<file path="config.mk">
export PLATFORM = sky130hd
export DESIGN_NAME = game_timer_flat
export DESIGN_NICKNAME = d
export VERILOG_FILES = /design/src/rtl/game_timer_if.sv /design/src/rtl/game_timer.sv /design/src/flat_wrapper.sv
export SDC_FILE = /design/constraint.sdc
export NUM_CORES = 1
export LEC_CHECK = 0
export ABC_CLOCK_PERIOD_IN_PS = 2800
export BUFFER_PORTS_ARGS = -buffer_cell sky130_fd_sc_hd__buf_2
export CAP_MARGIN = 20
export CORE_MARGIN = 5
export CORE_UTILIZATION = 45
export CTS_CLUSTER_DIAMETER = 200
export DETAILED_ROUTE_END_ITERATION = 10
export HOLD_SLACK_MARGIN = 0.12
export PLACE_DENSITY = 0.73
export SKIP_LAST_GASP = 1
export SLEW_MARGIN = 10
export SYNTH_ARGS = -nofsm -noshare
export SYNTH_HDL_FRONTEND = slang
export SYNTH_SLANG_ARGS = --single-unit
</file>
<file path="constraint.sdc">
create_clock -name clk -period 2.8 [get_ports clk]
set_input_delay 0.42 -clock clk [delete_from_list [all_inputs] [get_ports clk]]
set_output_delay 0.42 -clock clk [all_outputs]
set_load 0.03 [all_outputs]
</file>
<file path="src/rtl/game_timer_if.sv">
// Control inputs and MM:SS display/status outputs of the game timer.
// The timer side takes the slave modport; whoever drives start/pause/game_over takes master.
interface game_timer_if;
    logic       start;
    logic       pause;
    logic       game_over;
    logic [3:0] sec_lo;
    logic [3:0] sec_hi;
    logic [3:0] min_lo;
    logic [3:0] min_hi;
    logic [1:0] state;
    logic       running;
    logic       time_up;

    modport master (
        output start, pause, game_over,
        input  sec_lo, sec_hi, min_lo, min_hi, state, running, time_up
    );

    modport slave (
        input  start, pause, game_over,
        output sec_lo, sec_hi, min_lo, min_hi, state, running, time_up
    );
endinterface

</file>
<file path="src/rtl/game_timer.sv">
// Elapsed-time counter for the runner game: BCD MM:SS advanced by a synchronized 1 Hz tick,
// with pause, collision freeze and an optional minute limit that ends the game.
module game_timer #(
    parameter int LIMIT_MIN   = 0,
    parameter int SYNC_STAGES = 2
) (
    input  logic         clk,
    input  logic         rst_n,
    input  logic         clk_1s,
    game_timer_if.slave  bus
);

    typedef enum logic [1:0] {
        IDLE  = 2'b00,
        RUN   = 2'b01,
        PAUSE = 2'b10,
        OVER  = 2'b11
    } state_t;

    localparam bit         HAS_LIMIT = (LIMIT_MIN != 0);
    localparam logic [3:0] LIM_HI    = 4'(LIMIT_MIN / 10);
    localparam logic [3:0] LIM_LO    = 4'(LIMIT_MIN % 10);

    logic [SYNC_STAGES-1:0] sync_q;
    logic                   edge_q;
    logic                   tick;

    state_t      state_q, state_d;
    logic [15:0] digits_q, digits_d;  // {min_hi, min_lo, sec_hi, sec_lo}
    logic [15:0] inc;
    logic        time_up_q, time_up_d;
    logic        running_q;

    always_ff @(posedge clk or negedge rst_n) begin
        if (!rst_n) begin
            sync_q <= '0;
            edge_q <= 1'b0;
        end else begin
            sync_q <= {sync_q[SYNC_STAGES-2:0], clk_1s};
            edge_q <= sync_q[SYNC_STAGES-1];
        end
    end

    assign tick = sync_q[SYNC_STAGES-1] & ~edge_q;

    // BCD increment with carries; 99:59 rolls over to 00:00.
    always_comb begin
        inc = digits_q;
        if (digits_q[3:0] == 4'd9) begin
            inc[3:0] = 4'd0;
            if (digits_q[7:4] == 4'd5) begin
                inc[7:4] = 4'd0;
                if (digits_q[11:8] == 4'd9) begin
                    inc[11:8]  = 4'd0;
                    inc[15:12] = (digits_q[15:12] == 4'd9) ? 4'd0 : digits_q[15:12] + 4'd1;
                end else begin
                    inc[11:8] = digits_q[11:8] + 4'd1;
                end
            end else begin
                inc[7:4] = digits_q[7:4] + 4'd1;
            end
        end else begin
            inc[3:0] = digits_q[3:0] + 4'd1;
        end
    end

    always_comb begin
        state_d   = state_q;
        digits_d  = digits_q;
        time_up_d = 1'b0;
        case (state_q)
            IDLE, OVER: begin
                if (bus.start) begin
                    state_d  = RUN;
                    digits_d = '0;
                end
            end
            RUN: begin
                if (bus.game_over) begin
                    state_d = OVER;
                end else if (bus.pause) begin
                    state_d = PAUSE;
                end else if (tick) begin
                    digits_d = inc;
                    if (HAS_LIMIT && inc == {LIM_HI, LIM_LO, 8'h00}) begin
                        state_d   = OVER;
                        time_up_d = 1'b1;
                    end
                end
            end
            PAUSE: begin
                if (bus.game_over) begin
                    state_d = OVER;
                end else if (!bus.pause) begin
                    state_d = RUN;
                end
            end
            default: state_d = IDLE;
        endcase
    end

    always_ff @(posedge clk or negedge rst_n) begin
        if (!rst_n) begin
            state_q   <= IDLE;
            digits_q  <= '0;
            time_up_q <= 1'b0;
            running_q <= 1'b0;
        end else begin
            state_q   <= state_d;
            digits_q  <= digits_d;
            time_up_q <= time_up_d;
            running_q <= (state_d == RUN);
        end
    end

    assign bus.sec_lo  = digits_q[3:0];
    assign bus.sec_hi  = digits_q[7:4];
    assign bus.min_lo  = digits_q[11:8];
    assign bus.min_hi  = digits_q[15:12];
    assign bus.state   = state_q;
    assign bus.running = running_q;
    assign bus.time_up = time_up_q;

endmodule
</file>
<file path="src/flat_wrapper.sv">
// flat-port wrapper written by rule: the top's interface ports become plain ports
module game_timer_flat 
#(
    parameter int LIMIT_MIN   = 0,
    parameter int SYNC_STAGES = 2
)
  (clk, rst_n, clk_1s, bus_start, bus_pause, bus_game_over, bus_sec_lo, bus_sec_hi, bus_min_lo, bus_min_hi, bus_state, bus_running, bus_time_up);
  game_timer_if bus_i ();
  input  logic clk;
  input  logic rst_n;
  input  logic clk_1s;
  input wire logic [$bits(bus_i.start)-1:0] bus_start;
  input wire logic [$bits(bus_i.pause)-1:0] bus_pause;
  input wire logic [$bits(bus_i.game_over)-1:0] bus_game_over;
  output wire logic [$bits(bus_i.sec_lo)-1:0] bus_sec_lo;
  output wire logic [$bits(bus_i.sec_hi)-1:0] bus_sec_hi;
  output wire logic [$bits(bus_i.min_lo)-1:0] bus_min_lo;
  output wire logic [$bits(bus_i.min_hi)-1:0] bus_min_hi;
  output wire logic [$bits(bus_i.state)-1:0] bus_state;
  output wire logic [$bits(bus_i.running)-1:0] bus_running;
  output wire logic [$bits(bus_i.time_up)-1:0] bus_time_up;
  assign bus_i.start = bus_start;
  assign bus_i.pause = bus_pause;
  assign bus_i.game_over = bus_game_over;
  assign bus_sec_lo = bus_i.sec_lo;
  assign bus_sec_hi = bus_i.sec_hi;
  assign bus_min_lo = bus_i.min_lo;
  assign bus_min_hi = bus_i.min_hi;
  assign bus_state = bus_i.state;
  assign bus_running = bus_i.running;
  assign bus_time_up = bus_i.time_up;
  game_timer #(.LIMIT_MIN(LIMIT_MIN), .SYNC_STAGES(SYNC_STAGES)) u_core (.clk(clk), .rst_n(rst_n), .clk_1s(clk_1s), .bus(bus_i));
endmodule
</file>
==> results.sh, run 1 <==
export IMPL_outcome="finished clean"
export IMPL_max_slew_margin_rel_pct=54.7
export IMPL_synth_edff_count=0
export IMPL_grt_pass1_vias=986
export IMPL_p_comb_share_pct=58.2
export IMPL_critical_path_peak_fanout=7
export IMPL_io_buffer_count=24
export IMPL_dieArea_um2=4100
export IMPL_syn_area_per_cell_um2=10.1
export IMPL_area_delta_synth_final_pct=14.0
export IMPL_antenna_found_initial=0
export IMPL_drt_iter0_markers=70
export IMPL_yosys_warnings=0
export IMPL_seq_area_frac_synth_pct=41.9
export IMPL_coreArea_um2=2780
export IMPL_layout_drive_gt1_share_pct=23.1
export IMPL_wirelength_um=2460
export IMPL_finalSetupViolCount=0
export IMPL_clkSinkCount=22
export IMPL_initial_core_util_pct=47.3
export IMPL_rsz0062_at_grt="no"
export IMPL_slew_viol_final=0
export IMPL_synth_ff_type="dfrtp_1"
export IMPL_nets=176
export IMPL_netSwitchingFraction_pct=49.0
export IMPL_p_clk_share_pct=8.7
export IMPL_syn_inst=130
export IMPL_path_clk_slew_ns=0.11
export IMPL_synthesis_area_um2=1320
export IMPL_pwr_share_seq_pct=33.1
export IMPL_antenna_left=0
export IMPL_rr_worst_depth=6
export IMPL_grt_overflow=0
export IMPL_cap_violations=0
export IMPL_globalplace_congestion=0.920
export IMPL_finalSetupTns_ns=0
export IMPL_worst_skew_pair_late_latency_ns=0.29
export IMPL_synthesis_nets=148
export IMPL_crit_chain="inv_1 -> ha_1 -> or3b_1 -> a221oi_4 -> and2_1 -> mux2_2"
export IMPL_via_per_inst=5.51
export IMPL_period_needed_ns=2.25
export IMPL_antenna_cells=0
export IMPL_clock_fmax_ghz=0.444
export IMPL_cts_buffers=3
export IMPL_rows=19
export IMPL_tightest_slew_ns=0.679
export IMPL_worstSetupPathType="reg2reg"
export IMPL_io_pins=26
export IMPL_ir_drop_mv=0.656
export IMPL_fillers=262
export IMPL_grt_pass1_wl_um=4330
export IMPL_die_w_um=64.1
export IMPL_dr_pass1_iters=4
export IMPL_drcViolationCount=0
export IMPL_cpMaxStageDelayCell="dfrtp_1"
export IMPL_die_h_um=64.1
export IMPL_start_kind="flip-flop"
export IMPL_grt_total_usage_pct=13.0
export IMPL_crit_required_ns=2.99
export IMPL_synthDistinctLibCells=39
export IMPL_dp_final_hpwl_um=1900
export IMPL_num_vias=1031
export IMPL_ctsLongestPathBuffers=2
export IMPL_p_int_uw=784
export IMPL_finalHoldViolCount=0
export IMPL_p_switching_uw=752
export IMPL_min_path_type="in2reg"
export IMPL_synth_seq_cells=22
export IMPL_crit_arrival_ns=2.44
export IMPL_power_density_nw_per_um2=1020
export IMPL_final_period_utilization_pct=80.5
export IMPL_async_flop_share_pct=100
export IMPL_cts_tree="done"
export IMPL_multiInputGateArea_um2=704
export IMPL_whs_ns=0.224
export IMPL_total_leakage_power_nw=0.716
export IMPL_hold_depth=1
export IMPL_grt_max_degree=23
export IMPL_htree_levels=1
export IMPL_wire_per_inst_um=13.1
export IMPL_slowest_delay_ns=0.45
export IMPL_regArea_um2=551
export IMPL_clock_skew_ns=0.000350
export IMPL_postCtsSetupBuffers=0
export IMPL_end_kind="flip-flop"
export IMPL_cts_root_buf="clkbuf_4"
synthesized netlist by cell type, drive strengths merged, types with 2 or more instances:
cell	instances	area, um^2
o211ai	4	30.0
o2bb2ai	5	43.8
mux2i	2	20.0
nand2	8	30.0
a21oi	2	10.0
o21ai	4	20.0
nand3	8	45.0
inv	12	45.0
and2	4	25.0
buf	2	12.5
o2111ai	3	26.3
maj3	2	20.0
dfrtp	22	551
nand2b	5	31.3
nor2	10	37.5
mux2	5	56.3
nand3b	2	15.0
ha	12	150
path summary, 6_finish.rpt:
kind                                       end  slack, ns           startpoint
min in group asynchronous   u_core.digits_q[2]       0.60                rst_n
hold / removal                u_core.sync_q[0]       0.22               clk_1s
max in group asynchronous  u_core.digits_q[15]       1.87                rst_n
hold reg to reg               u_core.sync_q[1]       0.38     u_core.sync_q[0]
setup / recovery            u_core.digits_q[5]       0.55  u_core.bus.state[1]
setup reg to reg            u_core.digits_q[5]       0.55  u_core.bus.state[1]
power groups by stage:
stage                     sequential [mW]  clock, mW  combinational [mW]
after floorplan                     0.670          0               0.515
after global placement              0.511          0               0.874
after detailed placement            0.516          0               0.896
after CTS                           0.510      0.142               0.902
after global routing                0.527      0.156               0.993
final                               0.509      0.134               0.894
through the flow:
step	cell area [um^2]	worst slack (ns)	util (%)	std cells	total power, mW
6_report	1500	0.547	53.9	187	1.54
3_5_place_dp	1470	0.543	52.7	183	1.41
4_1_cts	1500	0.542	53.9	187	1.55
2_1_floorplan	1320	0.544	-	130	1.19
5_1_grt	1500	0.388	53.9	187	1.68
3_3_place_gp	1470	0.614	52.7	183	1.38
timing repair:
action,4_1_cts,5_1_grt
hold buffers,1,0
hold endpoints to repair,22,0
gates resized for setup,0,0
cell type report:
class                      count  area share (%)
multi-input combinational     93            47.0
clock buffer                   3            1.50
tap                           31            2.59
inverter                      12            3.01
timing repair buffer          26            9.18
sequential                    22            36.7
cells in the final DEF (no fill, tap or decap), types with 2 or more instances in the layout:
master,synthesis,routed
a21oi_1,2,2
and2_1,4,4
buf_2,1,24
clkbuf_4,0,3
dfrtp_1,22,22
ha_1,12,12
inv_1,12,12
maj3_1,2,2
mux2_2,5,5
mux2i_1,2,2
nand2_1,8,8
nand2b_1,5,5
nand3_1,7,7
nand3b_1,2,2
nor2_1,10,10
o2111ai_1,3,3
o211ai_1,4,4
o21ai_0,3,3
o2bb2ai_1,5,5
per-layer routing:
metal / GRT usage, % / share of wire (%)
met1: 16.6 / 47
met2: 21.4 / 47
met3: 4.03 / 5.3
met4: 3.12 / 0.77
met5: 0 / 0
cell families after synthesis:
| group | Yosys count | share of synthesized area, % |
|---|---|---|
| other | 1 | 0.285 |
| buffers and inverters | 15 | 4.66 |
| adders and majority gates | 14 | 12.9 |
| and+or+nand+nor | 42 | 16.7 |
| AOI/OAI and AO/OA | 29 | 17.7 |
| muxes | 7 | 5.80 |
| DFF | 22 | 41.9 |
critical path, delay by kind of cell, from the launching register on:
kind | cells | cell delay, ns
AND/OR/NAND/NOR | 2 | 0.64
AO/OA/AOI/OAI | 1 | 0.36
flip-flops | 1 | 0.45
buffers and inverters | 1 | 0.10
adder cells (fa/ha/maj) | 1 | 0.27
multiplexers | 1 | 0.33
state kept, by name, summed over array words and instances (netlist names):
name	count
u_core.edge_q	1
u_core.bus.running	1
u_core.bus.state	2
u_core.sync_q	2
u_core.digits_q	16
Power figures use the tool's default switching activity.
==> run 2: changes to the inputs <==
--- a/config.mk
+++ b/config.mk
@@ -5,7 +5,7 @@
 export SDC_FILE = /design/constraint.sdc
 export NUM_CORES = 1
 export LEC_CHECK = 0
-export ABC_CLOCK_PERIOD_IN_PS = 2800
+export ABC_CLOCK_PERIOD_IN_PS = 2200
 export BUFFER_PORTS_ARGS = -buffer_cell sky130_fd_sc_hd__buf_2
 export CAP_MARGIN = 20
 export CORE_MARGIN = 5
==> constraint.sdc (replaced) <==
create_clock -name clk -period 2.2 [get_ports clk]
set_input_delay 0.33 -clock clk [delete_from_list [all_inputs] [get_ports clk]]
set_output_delay 0.33 -clock clk [all_outputs]
set_load 0.03 [all_outputs]
==> results.sh, run 2 (same netlist as run 1, synthesis figures left out) <==
export IMPL_crit_chain="inv_1 -> ha_1 -> nor2b_1 -> a2111oi_1 -> buf_4 -> nand2_1 -> mux2_2"
export IMPL_wire_per_inst_um=14.9
export IMPL_finalHoldViolCount=0
export IMPL_wirelength_um=2930
export IMPL_htree_levels=1
export IMPL_crit_required_ns=2.41
export IMPL_top_usage_layer="met2"
export IMPL_clock_fmax_ghz=0.483
export IMPL_end_kind="flip-flop"
export IMPL_final_period_utilization_pct=94.1
export IMPL_ctsLongestPathBuffers=2
export IMPL_cts_tree="done"
export IMPL_antenna_cells=0
export IMPL_nets=185
export IMPL_drt_iter0_markers=47
export IMPL_max_slew_margin_rel_pct=66.2
export IMPL_io_buffer_count=24
export IMPL_finalSetupViolCount=0
export IMPL_layout_commonest_cell="buf_2"
export IMPL_outcome="finished clean"
export IMPL_regMostFlops="u_core.digits_q"
export IMPL_post_place_ws_ns=0.161
export IMPL_path_clk_slew_ns=0.13
export IMPL_dp_final_hpwl_um=2190
export IMPL_grt_max_degree=23
export IMPL_p_total_mw=2.20
export IMPL_final_cell_mix="buf_2 (24), dfrtp_1 (20), inv_1 (12), ha_1 (12), nor2_1 (10)"
export IMPL_p_clk_share_pct=10.4
export IMPL_initial_core_util_pct=47.3
export IMPL_die_h_um=64.1
export IMPL_antenna_found_initial=0
export IMPL_period_needed_ns=2.07
export IMPL_grt_pass1_vias=1109
export IMPL_met2_usage_pct=27.5
export IMPL_area_delta_synth_final_pct=20.6
export IMPL_netSwitchingFraction_pct=47.5
export IMPL_worst_skew_pair_late_latency_ns=0.31
export IMPL_clock_skew_ns=0.000672
export IMPL_io_pins=26
export IMPL_cts_buffers=3
export IMPL_layout_drive_gt1_share_pct=28.3
export IMPL_p_switching_mw=1.04
export IMPL_cts_root_buf="clkbuf_4"
export IMPL_globalRouteMet1Util_pct=16.1
export IMPL_drcViolationCount=0
export IMPL_num_vias=1108
export IMPL_total_leakage_power_nw=0.766
export IMPL_min_path_type="in2reg"
export IMPL_globalRouteMet3Util_pct=2.28
export IMPL_grt_pass1_wl_um=4930
export IMPL_via_per_inst=5.62
export IMPL_pwr_share_seq_pct=30.0
export IMPL_die_w_um=64.1
export IMPL_cap_violations=0
export IMPL_worstSetupPathType="reg2reg"
export IMPL_crit_arrival_ns=2.28
export IMPL_stdcell_count=197
export IMPL_p_comb_share_pct=59.6
export IMPL_ir_drop_mv=0.867
export IMPL_rsz0062_at_grt="no"
export IMPL_fillers=241
export IMPL_grt_overflow=0
export IMPL_cp_top_family="flip-flops"
export IMPL_p_int_mw=1.15
export IMPL_power_density_nw_per_um2=1390
export IMPL_grt_total_usage_pct=14.8
export IMPL_fin_ws_ns=0.129
export IMPL_largest_reg_flops=16
export IMPL_dr_pass1_iters=4
export IMPL_clkSinkCount=22
export IMPL_rows=19
export IMPL_cp_buffers_inverters=2
export IMPL_dieArea_um2=4100
export IMPL_tightest_slew_ns=0.504
export IMPL_placed_cells=188
export IMPL_critical_path_peak_fanout=9
export IMPL_cpMaxStageDelayCell="dfrtp_2"
export IMPL_finalSetupTns_ns=0
export IMPL_start_kind="flip-flop"
export IMPL_coreArea_um2=2780
export IMPL_antenna_left=0
export IMPL_slew_viol_final=0
export IMPL_slowest_delay_ns=0.42
export IMPL_globalplace_congestion=0.883
## run 2: changes by cell type in the layout (fill, tap and decap cells not counted)
cell,previous run,this run
dlygate4sd3_1,1,2
clkbuf_8,0,1
dfrtp_2,0,2
buf_4,1,9
dfrtp_1,22,20
## run 2: cell type report
type / instances / area, um^2 / area share (%)
Multi-Input combinational cell: 93 / 704 / 44.4
Sequential cell: 22 / 553 / 34.9
Timing Repair Buffer: 35 / 208 / 13.1
Inverter: 12 / 45.0 / 2.84
Tap cell: 31 / 38.8 / 2.45
Clock buffer: 4 / 36.3 / 2.29
## run 2: repair_timing
action	4_1_cts	5_1_grt
hold endpoints to repair	23	0
setup buffers	0	3
resized for setup	0	0
hold buffers	2	0
setup endpoints to repair	0	1
## run 2: per-layer routing
metal | vias to the layer above | share of wire (%)
met1 | 537 | 43
met5 | - | 0
met3 | 4 | 3.6
met2 | 27 | 53
met4 | 0 | 1.0
li1 | 540 | -
## run 2: worst register-to-register path: cells and delay by family (launching register included)
kind            cells  cell delay, ns
fa+ha+maj           1            0.36
buf+inv             2            0.33
simple gates        2            0.30
compound gates      1            0.29
flops               1            0.42
mux                 1            0.27
## run 2: through the flow
| stage | hold slack, ns | instance area [um^2] | util, % |
|---|---|---|---|
| 5_1_grt | 0.314 | 1590 | 57.0 |
| 3_5_place_dp | 0.327 | 1510 | 54.2 |
| 4_1_cts | 0.288 | 1560 | 56.2 |
| 6_report | 0.298 | 1590 | 57.0 |
| 3_3_place_gp | 0.319 | 1510 | 54.2 |
| 2_1_floorplan | 0.0344 | 1320 | - |
## run 2: power groups by stage
stage | Combinational, mW | Sequential [mW] | Clock, mW
after CTS | 1.25 | 0.657 | 0.239
after detailed placement | 1.24 | 0.666 | 0
after floorplan | 0.656 | 0.856 | 0
final | 1.31 | 0.659 | 0.229
after global routing | 1.43 | 0.675 | 0.255
after global placement | 1.19 | 0.649 | 0
## run 2: worst paths after layout
check | endpoint | start | slack, ns | cells after the start
setup / recovery | u_core.digits_q[9] | u_core.bus.state[0] | 0.13 | 7
max in group asynchronous | u_core.bus.state[1] | rst_n | 1.32 | 2
min in group asynchronous | u_core.sync_q[1] | rst_n | 0.50 | 2
hold / removal | u_core.bus.state[0] | bus_start | 0.30 | 3
setup reg to reg | u_core.digits_q[9] | u_core.bus.state[0] | 0.13 | 7
hold reg to reg | u_core.sync_q[1] | u_core.sync_q[0] | 0.37 | 0
